**config.mk**
```make
export PLATFORM = sky130hd
export DESIGN_NAME = audio_packet_scheduler
export DESIGN_NICKNAME = d
export VERILOG_FILES = /design/src/rtl/hdmi_packet_pkg.sv /design/src/rtl/audio_sample_fifo.sv /design/src/rtl/audio_packet_scheduler.sv
export SDC_FILE = /design/constraint.sdc
export NUM_CORES = 1
export LEC_CHECK = 0
export BUFFER_PORTS_ARGS = -buffer_cell sky130_fd_sc_hd__buf_2
export CAP_MARGIN = 20
export CORE_MARGIN = 2
export CORE_UTILIZATION = 58
export DETAILED_ROUTE_END_ITERATION = 8
export GPL_TIMING_DRIVEN = 0
export PLACE_DENSITY_LB_ADDON = 0.05
export SLEW_MARGIN = 20
export SYNTH_ARGS = -nofsm -noshare
export SYNTH_HDL_FRONTEND = slang
export SYNTH_SLANG_ARGS = --single-unit
```
**constraint.sdc**
```tcl
create_clock -name clk_pixel -period 3.3 [get_ports clk_pixel]
set_input_delay 0.165 -clock clk_pixel [delete_from_list [all_inputs] [get_ports clk_pixel]]
set_output_delay 0.165 -clock clk_pixel [all_outputs]
set_load 0.02 [all_outputs]
```
**src/rtl/hdmi_packet_pkg.sv**
```systemverilog
// hdmi_packet_pkg: packet type codes, scheduler state and sample types shared by the HDMI audio packet path
package hdmi_packet_pkg;
    localparam logic [7:0] PKT_NULL      = 8'h00;
    localparam logic [7:0] PKT_ACR       = 8'h01;
    localparam logic [7:0] PKT_SAMPLE    = 8'h02;
    localparam logic [7:0] PKT_INFOFRAME = 8'h84;

    localparam int SAMPLE_W     = 24;
    localparam int IEC_FRAMES   = 192;

    typedef enum logic {
        STARTUP = 1'b0,
        RUN     = 1'b1
    } sched_state_t;

    // [0] left, [1] right
    typedef logic [1:0][SAMPLE_W-1:0] stereo_sample_t;

    // IEC 60958 block frame index, wraps 191 -> 0
    function automatic logic [7:0] frame_next(input logic [7:0] f);
        return (f == 8'(IEC_FRAMES - 1)) ? 8'd0 : f + 8'd1;
    endfunction
endpackage

```
**src/rtl/audio_sample_fifo.sv**
```systemverilog
// audio_sample_fifo: synchronous FIFO buffering stereo samples between the audio source and the packet scheduler
//   clk, rst_n          clock, asynchronous active-low reset (discards contents)
//   push, push_data     write request; ignored when full, even with a simultaneous pop
//   pop, head           read request and current head entry (valid when !empty)
//   full, empty, level  occupancy status
module audio_sample_fifo #(
    parameter int WIDTH = 48,
    parameter int DEPTH = 4
) (
    input  logic                     clk,
    input  logic                     rst_n,
    input  logic                     push,
    input  logic [WIDTH-1:0]         push_data,
    input  logic                     pop,
    output logic [WIDTH-1:0]         head,
    output logic                     full,
    output logic                     empty,
    output logic [$clog2(DEPTH):0]   level
);
    localparam int AW = $clog2(DEPTH);
    localparam int LW = AW + 1;

    logic [WIDTH-1:0] mem [DEPTH];
    logic [AW-1:0]    wr_ptr;
    logic [AW-1:0]    rd_ptr;
    logic             do_push;
    logic             do_pop;

    assign full    = level == LW'(DEPTH);
    assign empty   = level == '0;
    assign do_push = push && !full;
    assign do_pop  = pop && !empty;
    assign head    = mem[rd_ptr];

    // Pointers wrap naturally because DEPTH is a power of two
    always_ff @(posedge clk or negedge rst_n) begin
        if (!rst_n) begin
            wr_ptr <= '0;
            rd_ptr <= '0;
            level  <= '0;
        end else begin
            if (do_push)
                wr_ptr <= wr_ptr + AW'(1);
            if (do_pop)
                rd_ptr <= rd_ptr + AW'(1);
            level <= level + LW'(do_push) - LW'(do_pop);
        end
    end

    always_ff @(posedge clk) begin
        if (do_push)
            mem[wr_ptr] <= push_data;
    end
endmodule

```
**src/rtl/audio_packet_scheduler.sv**
```systemverilog
// audio_packet_scheduler: picks the packet type for each HDMI data-island slot (ACR, audio sample, infoframe, null)
//   clk_pixel, reset_n       pixel clock, asynchronous active-low reset
//   frame_start              video frame pulse; leaves STARTUP, and schedules an audio infoframe
//   packet_enable            one-cycle slot grant pulse
//   audio_sample_word_in     stereo sample in, with audio_sample_valid / audio_sample_ready handshake
//   packet_type              registered slot decision, held until the next packet_enable
//   audio_sample_word_out    sample carried by the current SAMPLE packet (zero for other packets)
//   frame_counter            IEC 60958 frame index of the sample being carried
//   fifo_level               buffered sample count
// Build option: define HDMI_AUDIO_INFOFRAME_EN to schedule audio infoframes once per frame.
module audio_packet_scheduler
    import hdmi_packet_pkg::*;
#(
    parameter int ACR_INTERVAL      = 25200,
    parameter int SAMPLE_FIFO_DEPTH = 4
) (
    input  logic                                 clk_pixel,
    input  logic                                 reset_n,
    input  logic                                 frame_start,
    input  logic                                 packet_enable,
    input  stereo_sample_t                       audio_sample_word_in,
    input  logic                                 audio_sample_valid,
    output logic                                 audio_sample_ready,
    output logic [7:0]                           packet_type,
    output stereo_sample_t                       audio_sample_word_out,
    output logic [7:0]                           frame_counter,
    output logic [$clog2(SAMPLE_FIFO_DEPTH):0]   fifo_level
);
    localparam int CW = $clog2(ACR_INTERVAL + 1);
    localparam logic [CW-1:0] ACR_RELOAD = CW'(ACR_INTERVAL - 1);

    sched_state_t    state_q;
    sched_state_t    state_d;
    logic [7:0]      grant;
    logic [CW-1:0]   acr_cnt;
    logic            acr_due;
    logic            fifo_full;
    logic            fifo_empty;
    logic            fifo_pop;
    stereo_sample_t  fifo_head;
    logic [7:0]      frame_idx;
    logic            if_pending;
    logic            if_urgent;
    logic            sample_grant;

    assign acr_due            = acr_cnt == '0;
    assign audio_sample_ready = (state_q == RUN) && !fifo_full;
    assign sample_grant       = packet_enable && (grant == PKT_SAMPLE);
    assign fifo_pop           = sample_grant;

    audio_sample_fifo #(
        .WIDTH (2 * SAMPLE_W),
        .DEPTH (SAMPLE_FIFO_DEPTH)
    ) u_fifo (
        .clk       (clk_pixel),
        .rst_n     (reset_n),
        .push      (audio_sample_valid && audio_sample_ready),
        .push_data (audio_sample_word_in),
        .pop       (fifo_pop),
        .head      (fifo_head),
        .full      (fifo_full),
        .empty     (fifo_empty),
        .level     (fifo_level)
    );

    always_ff @(posedge clk_pixel or negedge reset_n) begin
        if (!reset_n)
            state_q <= STARTUP;
        else
            state_q <= state_d;
    end

    // Fixed-priority slot arbitration; STARTUP only ever sees ACR or NULL
    always_comb begin
        state_d = state_q;
        grant   = PKT_NULL;
        if (state_q == STARTUP && frame_start)
            state_d = RUN;
        if (acr_due)
            grant = PKT_ACR;
        else if (state_q == RUN)
            grant = if_urgent   ? PKT_INFOFRAME :
                    !fifo_empty ? PKT_SAMPLE    :
                    if_pending  ? PKT_INFOFRAME : PKT_NULL;
    end

    // Reload on the granting edge so the next slot can never see a second ACR
    always_ff @(posedge clk_pixel or negedge reset_n) begin
        if (!reset_n)
            acr_cnt <= ACR_RELOAD;
        else
            acr_cnt <= (packet_enable && acr_due) ? ACR_RELOAD :
                       acr_due                    ? acr_cnt    : acr_cnt - CW'(1);
    end

`ifdef HDMI_AUDIO_INFOFRAME_EN
    logic [1:0] if_skip;

    assign if_urgent = if_pending && (if_skip >= 2'd2);

    // A new frame's request wins over clearing an older one on the same edge
    always_ff @(posedge clk_pixel or negedge reset_n) begin
        if (!reset_n) begin
            if_pending <= 1'b0;
            if_skip    <= 2'd0;
        end else begin
            if (packet_enable && grant == PKT_INFOFRAME) begin
                if_pending <= 1'b0;
                if_skip    <= 2'd0;
            end else if (packet_enable && if_pending && if_skip != 2'd3) begin
                if_skip <= if_skip + 2'd1;
            end
            if (frame_start && state_q == RUN)
                if_pending <= 1'b1;
        end
    end
`else
    assign if_pending = 1'b0;
    assign if_urgent  = 1'b0;
`endif

    // Slot outputs hold from one packet_enable to the next
    always_ff @(posedge clk_pixel or negedge reset_n) begin
        if (!reset_n) begin
            packet_type           <= PKT_NULL;
            audio_sample_word_out <= '0;
            frame_counter         <= 8'd0;
            frame_idx             <= 8'd0;
        end else if (packet_enable) begin
            packet_type           <= grant;
            audio_sample_word_out <= sample_grant ? fifo_head : '0;
            if (sample_grant) begin
                frame_counter <= frame_idx;
                frame_idx     <= frame_next(frame_idx);
            end
        end
    end
endmodule

```
==> results.txt <==
run status - finished clean
First-pass DRT Iterations - 5
cell area after placement - 11700 sq um
Gate Count Post-Synth - 551
class of the most critical hold timing path - input pin to asynchronous set/reset pin
largest voltage drop on the vdd net - 718 uV
Mean Syn Cell Area - 19.4 sq um
LEAKAGE - 4.97 nW
synthesized cell area - 10700 sq um
Power Dens Cells - 898 nW/um^2
Crit Path Max Fanout - 17
ratio of routed vias to standard cells - 5.74
post-synth top area cell - edfxtp_1
Antenna Violating Nets Remaining - 0
Final Setup Violations - 0
vias after detailed routing - 5758
endpoint of the lowest-slack register-to-register path - u_fifo.level[2]$_DFF_PN0_
Compound-Gate Fraction of Synth Area - 0.0583
share of the synthesized netlist area taken by xor and xnor gates - 0.0107
number of max-cap violations - 0
HPWL after DPL - 13.2 mm
Final Instance Area - 13100 sq um
leading register cell type out of synthesis - edfxtp_1
final wirelength - 21.0 mm
mux share of post-synthesis cell area - 0.115
setup repair after global routing missed its margin - no
initial antenna violation count - 0
number of port buffers - 113
CP max stage delay - 0.66 ns
Synth cell types - 51
CTS tree - done
number of warnings reported in the yosys synthesis log - 0
number of flops mapped to enable cells by yosys - 192
non-filler instance count after layout - 1004
post-detailed-route DRC marker count - 0
most frequent cell on the critical path - inv_1
critical path start-end classification - flip-flop to flip-flop
kind of start point of the critical path - flip-flop
Die Span Y - 140 microns
number of cell rows - 49
Final Hold Violating Endpoints - 0
global-route wire length before repair - 33.4 mm
Cell Chain, Critical Path - o311ai_2 > inv_1 > nand2_1 > inv_2 > ha_1 > inv_1 > ha_1 > inv_1 > fa_1 > xnor2_1 > xnor2_1
worst reg2reg path startpoint - u_fifo.level[2]$_DFF_PN0_
GRT Util Overall - 0.220
clock-pin slew on the worst setup and hold paths - 0.06 ns
number of buffers added by the clock tree synthesis step - 28
share of synthesized registers carrying an async set or reset - 0.317
final worst clock skew - 0.0136 ns
via count of the first global-routing pass - 6190
maximum clock frequency - 0.336 GHz
number of sinks on the clock net - 281
number of DRC violations after detailed-routing iteration 0 - 346
slew at the pin closest to its max-slew limit - 0.909 ns
period utilization - 0.902
Horiz. Die Dim - 140 microns
post-route setup TNS - 0 ns
critical-path cell with the highest stage delay - o311ai_2
Simple-Gate Fraction of Synth Area - 0.0354
relative area change from synthesis to final layout - 22.2%
ratio of cells with drive above 1 in the final layout - 0.316
arithmetic-cell share of the synthesized area counting full adders, half adders and majority gates - 0.0124
cell count of the worst reg-to-reg path - 11
relative max-transition margin - 0.394
maximum number of pins on one net before global-route repair - 61
starting utilization of the core area - 0.593
clock tree buffer depth - 3
number of nets in the layout - 816
grt ovf - 0
RD Place Congestion - 0.802
wire per inst - 21.0 microns
cell class contributing the biggest share of worst-path delay - adder cells
antenna fix cells - 0
ports placed on the boundary - 121
flop2flop setup slack - 0.32 ns
top-area cell type share of the netlist area - 0.540
area inside the core boundary - 18000 sq um
Placed Instances - 903
Tmin final - 2.98 ns
Area contributors post-synth - edfxtp_1, dfrtp_1, mux4_2, a22o_1, dfstp_2
WP buf/inv - 4
critical path required time - 3.75 ns
worst-skew pair later-pin latency - 0.53 ns
data arrival time at the worst-slack endpoint - 3.42 ns
endpoint type of the worst setup path - flip-flop
Seq cells post-synth - 281
clk root buf - clkbuf_16
main combinational cell family by area after synthesis - multiplexers
Die Outline Area - 19500 sq um
number of H-tree levels - 1
final slew viol count - 0
share of synthesized area occupied by flip-flops and latches - 0.749
[report_power, final]
group,switching [W],internal (W)
Sequential,0.000485,0.00482
Clock,0.00124,0.00172
Combinational,0.00191,0.00156
[flip-flops by register name, indices dropped and copies added (netlist names)]
signal,flops
state_q,1
u_fifo.wr_ptr,2
u_fifo.level,3
u_fifo.mem,192
frame_counter,8
audio_sample_word_out,48
acr_cnt,15
packet_type,2
frame_idx,8
u_fifo.rd_ptr,2
[how the worst max path moves through the flow]
stage	start	to	slack [ns]	cells past startpoint
floorplan	u_fifo.level[1]$_DFF_PN0_	u_fifo.mem[0][0]$_DFFE_PP_	0.27	3
global placement	u_fifo.level[1]$_DFF_PN0_	u_fifo.mem[2][33]$_DFFE_PP_	-0.32	3
detailed placement	acr_cnt[4]$_DFFE_PN0P_	u_fifo.level[2]$_DFF_PN0_	-0.06	12
CTS	u_fifo.level[2]$_DFF_PN0_	u_fifo.level[2]$_DFF_PN0_	0.31	11
global route	acr_cnt[0]$_DFFE_PN1P_	u_fifo.level[2]$_DFF_PN0_	0.15	13
finish	u_fifo.level[2]$_DFF_PN0_	u_fifo.level[2]$_DFF_PN0_	0.32	11
[cell usage after synthesis (2+ instances only)]
cell	n
edfxtp_1	192
dfrtp_1	80
a22o_1	49
mux4_2	48
clkbuf_1	22
inv_1	11
mux2_2	11
nor2_1	11
xnor2_1	11
nand3_1	10
dfstp_2	9
ha_1	9
a21oi_1	8
o21ai_0	7
buf_4	6
nand2_1	6
nor3_1	6
nor4_1	5
and3_1	4
o31ai_1	3
or2_2	3
or4_1	3
a21boi_0	2
and4_1	2
buf_2	2
nand3b_1	2
nand4_1	2
nand4b_1	2
o22a_1	2
xor2_1	2
[placed cells by master, fill, tap and decap left out, types with 5 or more instances in the layout]
cell type	n
clkbuf_1	33
mux4_2	48
dfstp_2	9
ha_1	9
dlygate4sd3_1	50
conb_1	6
nor3_1	6
a22o_1	49
dfrtp_1	80
clkbuf_16	29
buf_2	114
inv_1	11
mux2_2	11
edfxtp_1	192
o21ai_0	7
buf_4	6
clkinv_1	5
nand2_1	6
nand3_1	10
nor2_1	11
xnor2_1	11
a21oi_1	8
[stage by stage]
| step | power (W) | hold slack [ns] | util | worst slack [ns] |
|---|---|---|---|---|
| 2_1_floorplan | 0.00766 | -0.131 | - | 0.274 |
| 3_3_place_gp | 0.00865 | 0.357 | 0.641 | -0.315 |
| 3_5_place_dp | 0.00883 | 0.0904 | 0.648 | -0.0566 |
| 4_1_cts | 0.0118 | 0.0932 | 0.724 | 0.312 |
| 5_1_grt | 0.0123 | 0.119 | 0.724 | 0.148 |
| 6_report | 0.0117 | 0.0928 | 0.724 | 0.323 |
[cell type report]
type	count	area, sq um
tap	229	287
buffer	31	149
clock buffer	42	785
clock inverter	10	77.6
timing repair buffer	168	1180
fill	1164	4970
inverter	12	45.0
multi-input combinational	231	2530
sequential	281	8000
[layer usage]
metal	vias up	share of wire	GRT usage
met5	-	0	0
met2	161	0.53	0.390
met3	31	0.050	0.0348
met4	0	0.018	0.0605
met1	2958	0.41	0.287
li1	2608	-	-
[logic make-up (layout without fill, tap and decap cells)]
kind of cell | count (synthesis) | in the layout
flops | 281 | 281
compound gates | 78 | 78
simple gates | 63 | 63
mux | 61 | 61
buf+inv | 44 | 263
xor+xnor | 13 | 13
fa+ha+maj | 10 | 10
other cells | 1 | 6
[timing repair]
action,4_1_cts,5_1_grt
setup buffers,0,0
endpoints found under the hold margin,274,0
resized for setup,2,0
setup endpoints to repair,1,0
hold buffers,50,0
No activity file was read; power rests on OpenSTA's default activity.
